===== config.mk =====
export PLATFORM = sky130hd
export DESIGN_NAME = spr_line_eval_flat
export DESIGN_NICKNAME = d
export VERILOG_FILES = /design/src/rtl/spr_line_eval_if.sv /design/src/rtl/spr_line_eval.sv /design/src/flat_wrapper.sv
export SDC_FILE = /design/constraint.sdc
export NUM_CORES = 1
export LEC_CHECK = 0
export CORE_UTILIZATION = 25
export CTS_CLUSTER_SIZE = 40
export DETAILED_ROUTE_END_ITERATION = 6
export GPL_TIMING_DRIVEN = 1
export PLACE_DENSITY = 0.43
export SYNTH_ARGS = -nofsm -noshare
export SYNTH_HDL_FRONTEND = slang
export SYNTH_SLANG_ARGS = --single-unit

===== constraint.sdc =====
create_clock -name clk -period 5.2 [get_ports clk]
set_clock_uncertainty 0.1 [all_clocks]
set_input_delay 1.04 -clock clk [delete_from_list [all_inputs] [get_ports clk]]
set_output_delay 1.04 -clock clk [all_outputs]
set_load 0.03 [all_outputs]

===== src/rtl/spr_line_eval_if.sv =====
// spr_line_eval_if
//   Bundles the two buses of the sprite line evaluator.
//   Attribute fetch: spr_sel (evaluator -> attribute RAM/regs) and the
//     combinational reply spr_y / spr_enable / spr_h16 / spr_vflip.
//   Hit-list stream: out_valid / out_sel / out_line (evaluator -> consumer)
//     with out_ready as backpressure.
//   master: the evaluator side.  slave: attribute store + list consumer.
interface spr_line_eval_if #(
    parameter int SEL_W = 6
);
    logic [SEL_W-1:0] spr_sel;
    logic [7:0]       spr_y;
    logic             spr_enable;
    logic             spr_h16;
    logic             spr_vflip;

    logic             out_valid;
    logic             out_ready;
    logic [SEL_W-1:0] out_sel;
    logic [3:0]       out_line;

    modport master (
        output spr_sel,
        input  spr_y, spr_enable, spr_h16, spr_vflip,
        output out_valid, out_sel, out_line,
        input  out_ready
    );

    modport slave (
        input  spr_sel,
        output spr_y, spr_enable, spr_h16, spr_vflip,
        input  out_valid, out_sel, out_line,
        output out_ready
    );
endinterface


===== src/rtl/spr_line_eval.sv =====
// spr_line_eval
//   Per-video-line sprite evaluator. On start it scans every sprite slot,
//   one per cycle, collects up to MAX_PER_LINE sprites that cover the line
//   (with the pattern row to fetch), then streams that list out.
// Ports:
//   clk, reset     clock, synchronous active-high reset
//   start, vline   one-cycle kick-off pulse and the video line it is for
//   bus (master)   attribute fetch (spr_sel -> attributes, same cycle) and
//                  the out_valid/out_ready hit-list stream
//   count          entries stored for the current line
//   overflow       more sprites hit than the list could hold
//   busy           scan or drain in progress
//   done           one-cycle pulse when the list has been fully drained
module spr_line_eval #(
    parameter int NUM_SPRITES  = 64,
    parameter int SEL_W        = 6,
    parameter int MAX_PER_LINE = 16,
    parameter int CNT_W        = 5,
    parameter int LINE_OFFSET  = 15
) (
    input  logic             clk,
    input  logic             reset,
    input  logic             start,
    input  logic [7:0]       vline,
    spr_line_eval_if.master  bus,
    output logic [CNT_W-1:0] count,
    output logic             overflow,
    output logic             busy,
    output logic             done
);
    typedef enum logic [1:0] {IDLE, SCAN, DRAIN} state_t;

    state_t           state_q, state_d;
    logic [SEL_W-1:0] sel_q, sel_d;
    logic [CNT_W-1:0] cnt_q, cnt_d;
    logic [CNT_W-1:0] rd_q, rd_d;
    logic             ovf_q, ovf_d;
    logic [7:0]       line_idx_q, line_idx_d;
    logic [SEL_W-1:0] ent_sel_q  [MAX_PER_LINE];
    logic [SEL_W-1:0] ent_sel_d  [MAX_PER_LINE];
    logic [3:0]       ent_line_q [MAX_PER_LINE];
    logic [3:0]       ent_line_d [MAX_PER_LINE];

    // Hit test for the sprite currently addressed by sel_q. The 8-bit
    // modular difference makes sprites straddling line 255->0 hit naturally.
    logic [7:0] ydiff;
    logic [3:0] h;
    logic       hit;
    logic [3:0] row;

    always_comb begin
        ydiff = line_idx_q - bus.spr_y;
        h     = bus.spr_h16 ? 4'd15 : 4'd7;
        hit   = (state_q == SCAN) && bus.spr_enable && (ydiff <= {4'd0, h});
        row   = bus.spr_vflip ? (h - ydiff[3:0]) : ydiff[3:0];
    end

    // rd_q never passes cnt_q, so equality means the list is exhausted.
    logic has_entry;
    logic drained;
    assign has_entry = (state_q == DRAIN) && (rd_q < cnt_q);
    assign drained   = (state_q == DRAIN) && (rd_q == cnt_q);

    logic [SEL_W-1:0] rd_sel;
    logic [3:0]       rd_line;

    always_comb begin
        rd_sel  = '0;
        rd_line = '0;
        for (int i = 0; i < MAX_PER_LINE; i++) begin
            if (rd_q == CNT_W'(i)) begin
                rd_sel  = ent_sel_q[i];
                rd_line = ent_line_q[i];
            end
        end
    end

    assign bus.spr_sel   = sel_q;
    assign bus.out_valid = has_entry;
    // Zeroed when nothing is presented so the bus reads clean in IDLE/reset.
    assign bus.out_sel   = has_entry ? rd_sel  : '0;
    assign bus.out_line  = has_entry ? rd_line : '0;
    assign count         = cnt_q;
    assign overflow      = ovf_q;
    // done is the drained DRAIN cycle; busy drops in that same cycle.
    assign done          = drained;
    assign busy          = (state_q == SCAN) || has_entry;

    always_comb begin
        state_d    = state_q;
        sel_d      = sel_q;
        cnt_d      = cnt_q;
        rd_d       = rd_q;
        ovf_d      = ovf_q;
        line_idx_d = line_idx_q;
        ent_sel_d  = ent_sel_q;
        ent_line_d = ent_line_q;

        if (start) begin
            // Restart from any state; an in-flight list is simply dropped
            // and a pending handshake is not honoured.
            state_d    = SCAN;
            sel_d      = '0;
            cnt_d      = '0;
            rd_d       = '0;
            ovf_d      = 1'b0;
            line_idx_d = vline - 8'(LINE_OFFSET);
        end else begin
            case (state_q)
                IDLE: ;
                SCAN: begin
                    if (hit) begin
                        if (cnt_q == CNT_W'(MAX_PER_LINE)) begin
                            ovf_d = 1'b1;
                        end else begin
                            for (int i = 0; i < MAX_PER_LINE; i++) begin
                                if (cnt_q == CNT_W'(i)) begin
                                    ent_sel_d[i]  = sel_q;
                                    ent_line_d[i] = row;
                                end
                            end
                            cnt_d = cnt_q + CNT_W'(1);
                        end
                    end
                    if (sel_q == SEL_W'(NUM_SPRITES - 1)) begin
                        state_d = DRAIN;
                        sel_d   = '0;
                    end else begin
                        sel_d = sel_q + SEL_W'(1);
                    end
                end
                DRAIN: begin
                    if (drained) begin
                        state_d = IDLE;
                    end else if (bus.out_ready) begin
                        rd_d = rd_q + CNT_W'(1);
                    end
                end
                default: state_d = IDLE;
            endcase
        end
    end

    always_ff @(posedge clk) begin
        // List storage is only meaningful below cnt_q, so it needs no reset.
        ent_sel_q  <= ent_sel_d;
        ent_line_q <= ent_line_d;
        if (reset) begin
            state_q    <= IDLE;
            sel_q      <= '0;
            cnt_q      <= '0;
            rd_q       <= '0;
            ovf_q      <= 1'b0;
            line_idx_q <= '0;
        end else begin
            state_q    <= state_d;
            sel_q      <= sel_d;
            cnt_q      <= cnt_d;
            rd_q       <= rd_d;
            ovf_q      <= ovf_d;
            line_idx_q <= line_idx_d;
        end
    end
endmodule


===== src/flat_wrapper.sv =====
// flat-port wrapper written by rule: the top's interface ports become plain ports
module spr_line_eval_flat 
#(
    parameter int NUM_SPRITES  = 64,
    parameter int SEL_W        = 6,
    parameter int MAX_PER_LINE = 16,
    parameter int CNT_W        = 5,
    parameter int LINE_OFFSET  = 15
)
  (clk, reset, start, vline, count, overflow, busy, done, bus_spr_sel, bus_spr_y, bus_spr_enable, bus_spr_h16, bus_spr_vflip, bus_out_valid, bus_out_sel, bus_out_line, bus_out_ready);
  spr_line_eval_if #(.SEL_W(SEL_W)) bus_i ();
  input  logic clk;
  input  logic reset;
  input  logic start;
  input  logic [7:0] vline;
  output logic [CNT_W-1:0] count;
  output logic overflow;
  output logic busy;
  output logic done;
  output wire logic [$bits(bus_i.spr_sel)-1:0] bus_spr_sel;
  input wire logic [$bits(bus_i.spr_y)-1:0] bus_spr_y;
  input wire logic [$bits(bus_i.spr_enable)-1:0] bus_spr_enable;
  input wire logic [$bits(bus_i.spr_h16)-1:0] bus_spr_h16;
  input wire logic [$bits(bus_i.spr_vflip)-1:0] bus_spr_vflip;
  output wire logic [$bits(bus_i.out_valid)-1:0] bus_out_valid;
  output wire logic [$bits(bus_i.out_sel)-1:0] bus_out_sel;
  output wire logic [$bits(bus_i.out_line)-1:0] bus_out_line;
  input wire logic [$bits(bus_i.out_ready)-1:0] bus_out_ready;
  assign bus_spr_sel = bus_i.spr_sel;
  assign bus_i.spr_y = bus_spr_y;
  assign bus_i.spr_enable = bus_spr_enable;
  assign bus_i.spr_h16 = bus_spr_h16;
  assign bus_i.spr_vflip = bus_spr_vflip;
  assign bus_out_valid = bus_i.out_valid;
  assign bus_out_sel = bus_i.out_sel;
  assign bus_out_line = bus_i.out_line;
  assign bus_i.out_ready = bus_out_ready;
  spr_line_eval #(.NUM_SPRITES(NUM_SPRITES), .SEL_W(SEL_W), .MAX_PER_LINE(MAX_PER_LINE), .CNT_W(CNT_W), .LINE_OFFSET(LINE_OFFSET)) u_core (.clk(clk), .reset(reset), .start(start), .vline(vline), .bus(bus_i), .count(count), .overflow(overflow), .busy(busy), .done(done));
endmodule

== Word-level counts from Yosys, hierarchy flattened ==
Cells that the tools add are included.
Cells by class
  add/subtract/negate cells: 6
  magnitude comparators: 2
  equal/unequal tests: 40
  multiplexer cells: 41
  bitwise logic cells: 4
  reductions and logical operators: 30
Operators with widths (count)
  6-bit 2-to-1 mux: 18
  5-bit by 4-bit == test with 1-bit output, second input constant: 16
  5-bit AND reduction: 16
  4-bit 2-to-1 mux: 19
  5-bit by 3-bit == test with 1-bit output, second input constant: 8
  5-bit by 2-bit == test with 1-bit output, second input constant: 4
  3-bit AND reduction: 5
  5-bit by 1-bit adder with 5-bit output, second input constant: 2
  5-bit by 1-bit == test with 1-bit output, second input constant: 2
  5-bit zero test: 2
  8-bit by 4-bit <= comparator with 1-bit output: 1
  8-bit by 4-bit subtractor with 8-bit output, second input constant: 1
  8-bit subtractor: 1
  6-bit by 1-bit adder with 6-bit output, second input constant: 1
  6-bit == test, second input constant: 1
  2-bit inequality test, second input constant: 3
  3-bit inequality test, second input constant: 2
  2-bit one-hot mux with 3 select lines: 1
  5-bit == test: 1
  5-bit == test, second input constant: 1
  5-bit < comparator: 1
  1-bit logical AND: 4
  2-bit 2-to-1 mux: 2
  1-bit NOT: 4
  7 further kinds: 7
Word-level totals
  bits in registers: 187
  input port bits: 23
  output and inout port bits: 25
  logic and storage cells: 162

== Depth between registers and ports, before layout ==
Gate-level depths: netlist of run 1.
  depth after elaboration: 18
  gate-level depth with buffers: 13

== Worst setup path before layout of run 1 ==
OpenSTA, ideal clock, no wires.
  kind: input-to-reg
  start: input port bus_spr_y[1]
  end: register u_core.ent_line_q[12] (netlist bit), enable pin
  library setup time: 376 ps
  arrival time: 3614 ps
  path slack: 1109 ps
  stages on the path: 13
  buffers on the path: 0
  path through: inv_1 ha_1 nor2b_1 o21a_1 nor2_1 xnor2_1 ha_1 nand2_1 o31ai_1 o211ai_1 nor4_4 nand2_1 nor2_1
Between the ends
  word-level cells in the longest chain between the ends: 4
RTL lines
  from (decl): line flat_wrapper.sv:21  | input wire logic [$bits(bus_i.spr_y)-1:0] bus_spr_y;
  8-bit subtractor: line spr_line_eval.sv:52  | ydiff = line_idx_q - bus.spr_y;
  8-bit by 4-bit <= comparator with 1-bit output: line spr_line_eval.sv:54  | hit = (state_q == SCAN) && bus.spr_enable && (ydiff <= {4'd0, h});
  1-bit logical AND: line spr_line_eval.sv:54
  5-bit AND reduction (no source line)
  to (signal assigned): line spr_line_eval.sv:147  | ent_line_q <= ent_line_d;
  to (decl): line spr_line_eval.sv:41  | logic [3:0] ent_line_q [MAX_PER_LINE];
Every way passes these cells.
A chain may end at the register's enable or synchronous reset.

== Worst setup path after layout of run 1 ==
  start: register u_core.rd_q[0]
  end: output port bus_out_sel[5]
Between the ends
  word-level cells in the longest chain between the ends: 18
RTL lines
  from (decl): line spr_line_eval.sv:36  | logic [CNT_W-1:0] rd_q, rd_d;
  from (signal assigned): line spr_line_eval.sv:159  | rd_q <= rd_d;
  5-bit zero test: line spr_line_eval.sv:71  | if (rd_q == CNT_W'(i)) begin
  6-bit 2-to-1 mux (16 in series): line spr_line_eval.sv:71
  6-bit 2-to-1 mux (*): line spr_line_eval.sv:81  | assign bus.out_sel = has_entry ? rd_sel : '0;
  to (decl): line flat_wrapper.sv:26  | output wire logic [$bits(bus_i.out_sel)-1:0] bus_out_sel;
Every way passes the cells marked *; elsewhere a longest branch is shown, timed or not.

==> results of run 1 <==
-- critical path, cell delays in order, from the launching register on --
cell	delay (ns)
dfxtp_1	0.36
inv_1	0.13
ha_1	0.38
nor2b_1	0.41
a22oi_1	0.18
a211o_1	0.33
a21boi_0	0.25
o21ai_0	0.26
a21oi_1	0.28
clkdlybuf4s50_1	0.71
-- cells by family (layout without fill, tap and decap cells) --
group	count (synthesis)	after routing	synth area share
xor+xnor	19	19	0.0191
buf+inv	75	158	0.0341
flops	187	187	0.612
fa+ha+maj	26	26	0.0381
mux	3	3	0.00344
compound gates	224	224	0.172
simple gates	220	220	0.121
-- stage by stage --
stage	util	setup slack [ns]	hold slack, ns	instance area, um2	std cells
floorplan	-	1.11	0.356	8730	754
global placement	0.290	0.631	0.372	9980	1261
detailed placement	0.290	0.609	0.376	9980	1261
CTS	0.306	0.314	0.386	10600	1292
global route	0.306	0.166	0.411	10600	1292
finish	0.306	0.328	0.384	10600	1292
-- state kept, by name, summed over array words and instances (netlist names) --
register / count
u_core.line_idx_q: 8
u_core.overflow: 1
u_core.bus.spr_sel: 6
u_core.ent_line_q: 64
u_core.rd_q: 5
u_core.count: 5
u_core.state_q: 2
u_core.ent_sel_q: 96
-- final timing paths --
check / start / end / slack [ns] / cells after the start
min: u_core.line_idx_q[0] / u_core.line_idx_q[0] / 0.38 / 2
max reg2reg: u_core.line_idx_q[1] / u_core.ent_sel_q[61] / 1.85 / 13
max: u_core.rd_q[0] / bus_out_sel[5] / 0.33 / 9
min reg2reg: u_core.line_idx_q[0] / u_core.line_idx_q[0] / 0.38 / 2
-- synthesized netlist by cell type (4+ instances only) --
master,instances
a221oi_1,11
o221ai_1,6
a31oi_1,7
xor2_1,8
a211o_1,5
nand2_1,68
a2111oi_0,4
dfxtp_1,27
o21a_1,5
nor2b_1,8
nand3b_1,5
a22oi_1,6
buf_2,12
nor3_1,7
o22ai_1,12
a21oi_1,63
nand3_1,16
buf_1,8
a211oi_1,15
o31ai_1,4
and2_1,4
o21ai_0,41
ha_1,25
nand4_1,4
nand2b_1,12
clkbuf_1,21
o211ai_1,11
or2_2,4
nor2_1,70
xnor2_1,11
inv_1,32
edfxtp_1,160
and3_1,8
-- routing by layer --
layer  part of all wire  track usage  vias to the layer above
li1                   -            -                     2986
met1               0.47        0.224                     3174
met2               0.45        0.252                      190
met3              0.051       0.0304                       45
met4              0.029       0.0639                        0
met5                  0            0                        -
-- final cells by class --
class	count	share of cell area
clock buffers	18	0.0407
clock inverters	13	0.0139
inverters	33	0.0117
multi-input cells	492	0.293
flip-flops and latches	187	0.507
well taps	455	0.0539
repair buffers	94	0.0802
-- power groups by stage --
stage               combinational, W  sequential [W]  clock (W)
CTS                         0.000207         0.00165    0.00133
finish                      0.000204         0.00165    0.00131
global route                0.000222         0.00165    0.00139
detailed placement          0.000209         0.00169          0
global placement            0.000208         0.00169          0
floorplan                   0.000102         0.00169          0
-- placed cells by master, fill, tap and decap left out, types with 4 or more instances in the layout --
cell type	Yosys	routed
and2_1	4	4
nand3_1	16	16
inv_8	0	5
nor2b_1	8	8
buf_4	0	50
o21a_1	5	5
ha_1	25	24
xnor2_1	11	11
a221oi_1	11	11
a211oi_1	15	15
o211ai_1	11	11
nand3b_1	5	5
o21ai_0	41	40
nand2_1	68	68
clkbuf_16	0	17
dfxtp_1	27	27
clkdlybuf4s50_1	0	41
a22oi_1	6	6
inv_6	0	4
and3_1	8	8
xor2_1	8	8
o22ai_1	12	12
a31oi_1	7	7
nor3_1	7	7
a21oi_1	63	63
nand4_1	4	4
edfxtp_1	160	160
inv_1	32	32
nor2_1	70	70
o31ai_1	4	4
or2_2	4	4
a2111oi_0	4	4
o221ai_1	6	6
a211o_1	5	5
nand2b_1	12	12
==> out/results.ini, run 1 <==
[status]
status=finished, final reports clean

[final_layout]
nFillCells=3502
drive_above_1_share=0.119
seqCellArea_um2=5350
multi_input_area_um2=3090
antennaDiodeCount=0
nets=874
area_delta_synth_final_pct=20.8

[clock_network]
cts-root-buf=clkbuf_16
cts_buffer_depth=2
hold_buffers=0
cts_setup_buffers=0
clock_latency_ns=0.44
cts_tree=built
h-tree-depth=4
clkTransAtPathRegs_ns=0.07
cts.sinks=187
cts_buffers=17
cts_resized=0

[synth]
syn-num-nets=803
syn_inst=754
syn_avg_cell_area_um2=11.6
ys_ff_latch=187
synth_ff_type=edfxtp_1
yosys.area.top_type=edfxtp_1
ys_seq_area_frac=0.612
synth.top_cell.area_share=0.550
netlist_area_um2=8730
ys_async_sr_fraction=0
yosys-top-cells-area=edfxtp_1 55%, dfxtp_1 6.2%, a21oi_1 3.6%
synth.distinct_cells=71
ys.warnings.count=0
synth-edff-count=160

[run]
max_cap_viol_count=0

[floorplanning]
core-area_um2=34500
die_h_um=189
die_area_um2=35700
start_util=0.253
rows=68
die_w_um=189
ios=48

[power_and_ir_drop]
seqPwrFrac=0.522
power_density_nw_per_um2=300
power_w=0.00317
irDropWorstVdd_mv=0.217
p_switching_w=0.000769
switching_share=0.243
power.share.clock=0.414
leakage_nw=3.49
intPower_w=0.00240
combPwrFrac=0.064

[global_route]
grt_pass1_vias=6299
antenna_found_initial=1
grt_max_degree=36
grt_pass1_wl_um=42000
grt-ovfl-total=0
grt_use_total=0.163

[route]
vias=6395
drt-total-wl_um=28500
drt_iter0_drc=525
drc=0
antenna_left=0
wl_per_cell_um=22.1
drt_first_pass_iters=7
post_drt_via_cell_ratio=4.95

[sta]
relSlewSlack=0.609
maxSlewViolCount=0
grt_setup_unrepaired=no
tightestPinTransition_ns=0.583
fmax_ghz=0.205
final-setup-viol-count=0
tns_ns=0
period_needed_ns=4.87
finalHoldViolations=0
finalCritPeriodShare=0.937

[placed_design]
io_buffers=47
hpwl_um=19800
gp_congestion=0.816

[setup_path]
cp.required_ns=4.06
crit_type=flop to output port
cp-end-kind=output port
cp.arrival_ns=3.73
start_kind=flop
crit_path_max_fanout=9

[min_path]
worstHoldPathType=flop to flop

Power figures use the tool's default switching activity.
==> inputs of run 2 (changes only) <==
Settings changed: REMOVE_ABC_BUFFERS from default to 1.
==> run 2 against run 1 <==
Effect of this change: critical path depth fell by 1; fmax fell by 0.74%; largest cell class unchanged; cell count fell by 0.15%; die area did not move; sequential power barely moved; design area fell by 0.27%; highest routed layer unchanged; register-to-register slack got worse by 0.08 ns; wire length rose by 0.25%; utilization fell by 0.083 points; non-clock buffer count fell by 3; clock power fell by 5%; global-route usage rose by 0.16 points; critical endpoint is now bus_out_sel[2].
==> out/results.ini, run 2 (same netlist as run 1, synthesis figures left out) <==
[status]
status=finished, final reports clean

[global_route]
grt_use_total=0.164  ; +0.00164
grt-ovfl-total=0  ; unchanged
grt_max_degree=26  ; -28%
grt_pass1_vias=6426  ; +2.0%
antenna_found_initial=0  ; -1
grt_pass1_wl_um=42300  ; +0.61%

[final_layout]
layout_commonest_cell=edfxtp_1
layout_common_cells=160 x edfxtp_1, 70 x nor2_1, 68 x nand2_1, 63 x a21oi_1, 47 x buf_4
largest_register=u_core.ent_sel_q
drive_above_1_share=0.117  ; -0.00211
largest_reg_flops=96  ; unchanged
antennaDiodeCount=0  ; unchanged
nets=871  ; -0.34%
top_regs=u_core.ent_sel_q: 96 flops, u_core.ent_line_q: 64 flops, u_core.line_idx_q: 8 flops
area_delta_synth_final_pct=20.5

[clock_network]
clock_latency_ns=0.43  ; about the same
cts_setup_buffers=0  ; unchanged
cts_resized=0  ; unchanged
cts_buffer_depth=2  ; unchanged
clkTransAtPathRegs_ns=0.07  ; about the same
cts.sinks=187  ; unchanged
cts_tree=built
hold_buffers=0  ; unchanged
h-tree-depth=4  ; unchanged
cts-root-buf=clkbuf_16
cts_buffers=17  ; unchanged

[placed_design]
io_buffers=47  ; unchanged
hpwl_um=20100  ; +1.5%
gp_congestion=0.873  ; +6.9%

[sta]
tns_ns=0  ; unchanged
finalCritPeriodShare=0.944  ; +0.00696
fmax_ghz=0.204  ; -0.74%
finalHoldViolations=0  ; unchanged
hold_slack_ns=0.380  ; -0.00362 ns
maxSlewViolCount=0  ; unchanged
relSlewSlack=0.550  ; -0.0588
grt_setup_unrepaired=no
period_needed_ns=4.91  ; +0.0362 ns
tightestPinTransition_ns=0.658  ; +0.0752 ns
final-setup-viol-count=0  ; unchanged

[setup_path]
crit_buf_inv=2  ; unchanged
cp.required_ns=4.06  ; about the same
critical_path.top_delay_family=compound AO/OA/AOI/OAI gates
cp.arrival_ns=3.77  ; +0.04 ns
cp-end-kind=output port
cp_slowest_cell=ha_1
rr_startpoint=u_core.line_idx_q[1]
start_kind=flop
max_stage_delay_ns=0.65  ; -0.06 ns
crit_path_max_fanout=16  ; +7
crit_type=flop to output port
crit_chain=ha_1, inv_1, o21a_1, a221oi_1, a211o_1, a22o_1, a21oi_1, clkdlybuf4s50_1
critPathLaunch=u_core.rd_q[1]

[power_and_ir_drop]
power_density_nw_per_um2=296  ; -1.5%
irDropWorstVdd_mv=0.212  ; -2.3%
leakage_nw=3.47  ; -0.48%

[route]
post_drt_via_cell_ratio=4.97  ; +0.45%
wl_per_cell_um=22.2  ; +0.40%
drc=0  ; unchanged
antenna_left=0  ; unchanged
drt-total-wl_um=28600  ; +0.25%
vias=6414  ; +0.30%
drt_first_pass_iters=5  ; -2
drt_iter0_drc=616  ; +17%

[floorplanning]
die_w_um=189  ; unchanged
die_area_um2=35700  ; unchanged
start_util=0.253  ; unchanged
ios=48  ; unchanged
die_h_um=189  ; unchanged
core-area_um2=34500  ; unchanged
rows=68  ; unchanged

[min_path]
min_from=u_core.line_idx_q[0]
worstHoldPathType=flop to flop

[run]
max_cap_viol_count=0  ; unchanged

run 2: cell count changes in the layout (fill, tap and decap cells not counted):
cell / change
buf_12: +1
buf_4: -3
bufinv_16: -1
clkbuf_1: -1
clkdlybuf4s50_1: -1
clkinv_1: +2
clkinv_2: +1
clkinv_4: +1
clkinv_8: +1
inv_6: -1
inv_8: -1
run 2: power by group:
group          switching, W  internal [W]  leakage (nW)
clock              0.000622      0.000632         0.274
sequential       0.00000382       0.00165          1.61
combinational      0.000136     0.0000684          1.59
total              0.000762       0.00235          3.47
run 2: final cells by class:
type / instances / area, um2
Inverter: 33 / 124
Tap cell: 455 / 569
Sequential cell: 187 / 5350
Clock buffer: 17 / 425
Fill cell: 3557 / 23900
Clock inverter: 15 / 134
Multi-Input combinational cell: 492 / 3090
Timing Repair Buffer: 91 / 833
run 2: worst register-to-register path, cell delays in order (launching register included):
cell and delay [ns]:
dfxtp_1 0.34, ha_1 0.27, nor2b_1 0.21, o21a_1 0.14, nor2_1 0.04, xnor2_1 0.14, ha_1 0.31, nand2_1 0.05
o31ai_1 0.22, o211ai_1 0.21, nor4_4 0.39, nand2_1 0.32, nor2_1 0.19, buf_4 0.21
run 2: per-stage QoR:
stage                      util  worst slack, ns  total power [W]  cell area (um2)  std cells
after floorplan               -            0.290          0.00179             8560        712
after global placement    0.289            0.550          0.00189             9960       1258
after detailed placement  0.289            0.489          0.00189             9960       1258
after CTS                 0.305            0.254          0.00314            10500       1290
after global routing      0.305           0.0585          0.00321            10500       1290
final                     0.305            0.291          0.00311            10500       1290
run 2: worst paths after layout:
path,cells after the start,end,slack (ns)
min,2,u_core.line_idx_q[0],0.38
max,8,bus_out_sel[2],0.29
max reg2reg,13,u_core.ent_line_q[52],1.77
min reg2reg,2,u_core.line_idx_q[0],0.38
run 2: layer usage:
metal	up-vias	track usage	wire, um
met5	-	0	0
met4	0	0.0589	777
met3	30	0.0348	1890
met2	245	0.263	13300
met1	3166	0.218	12700
li1	2973	-	-
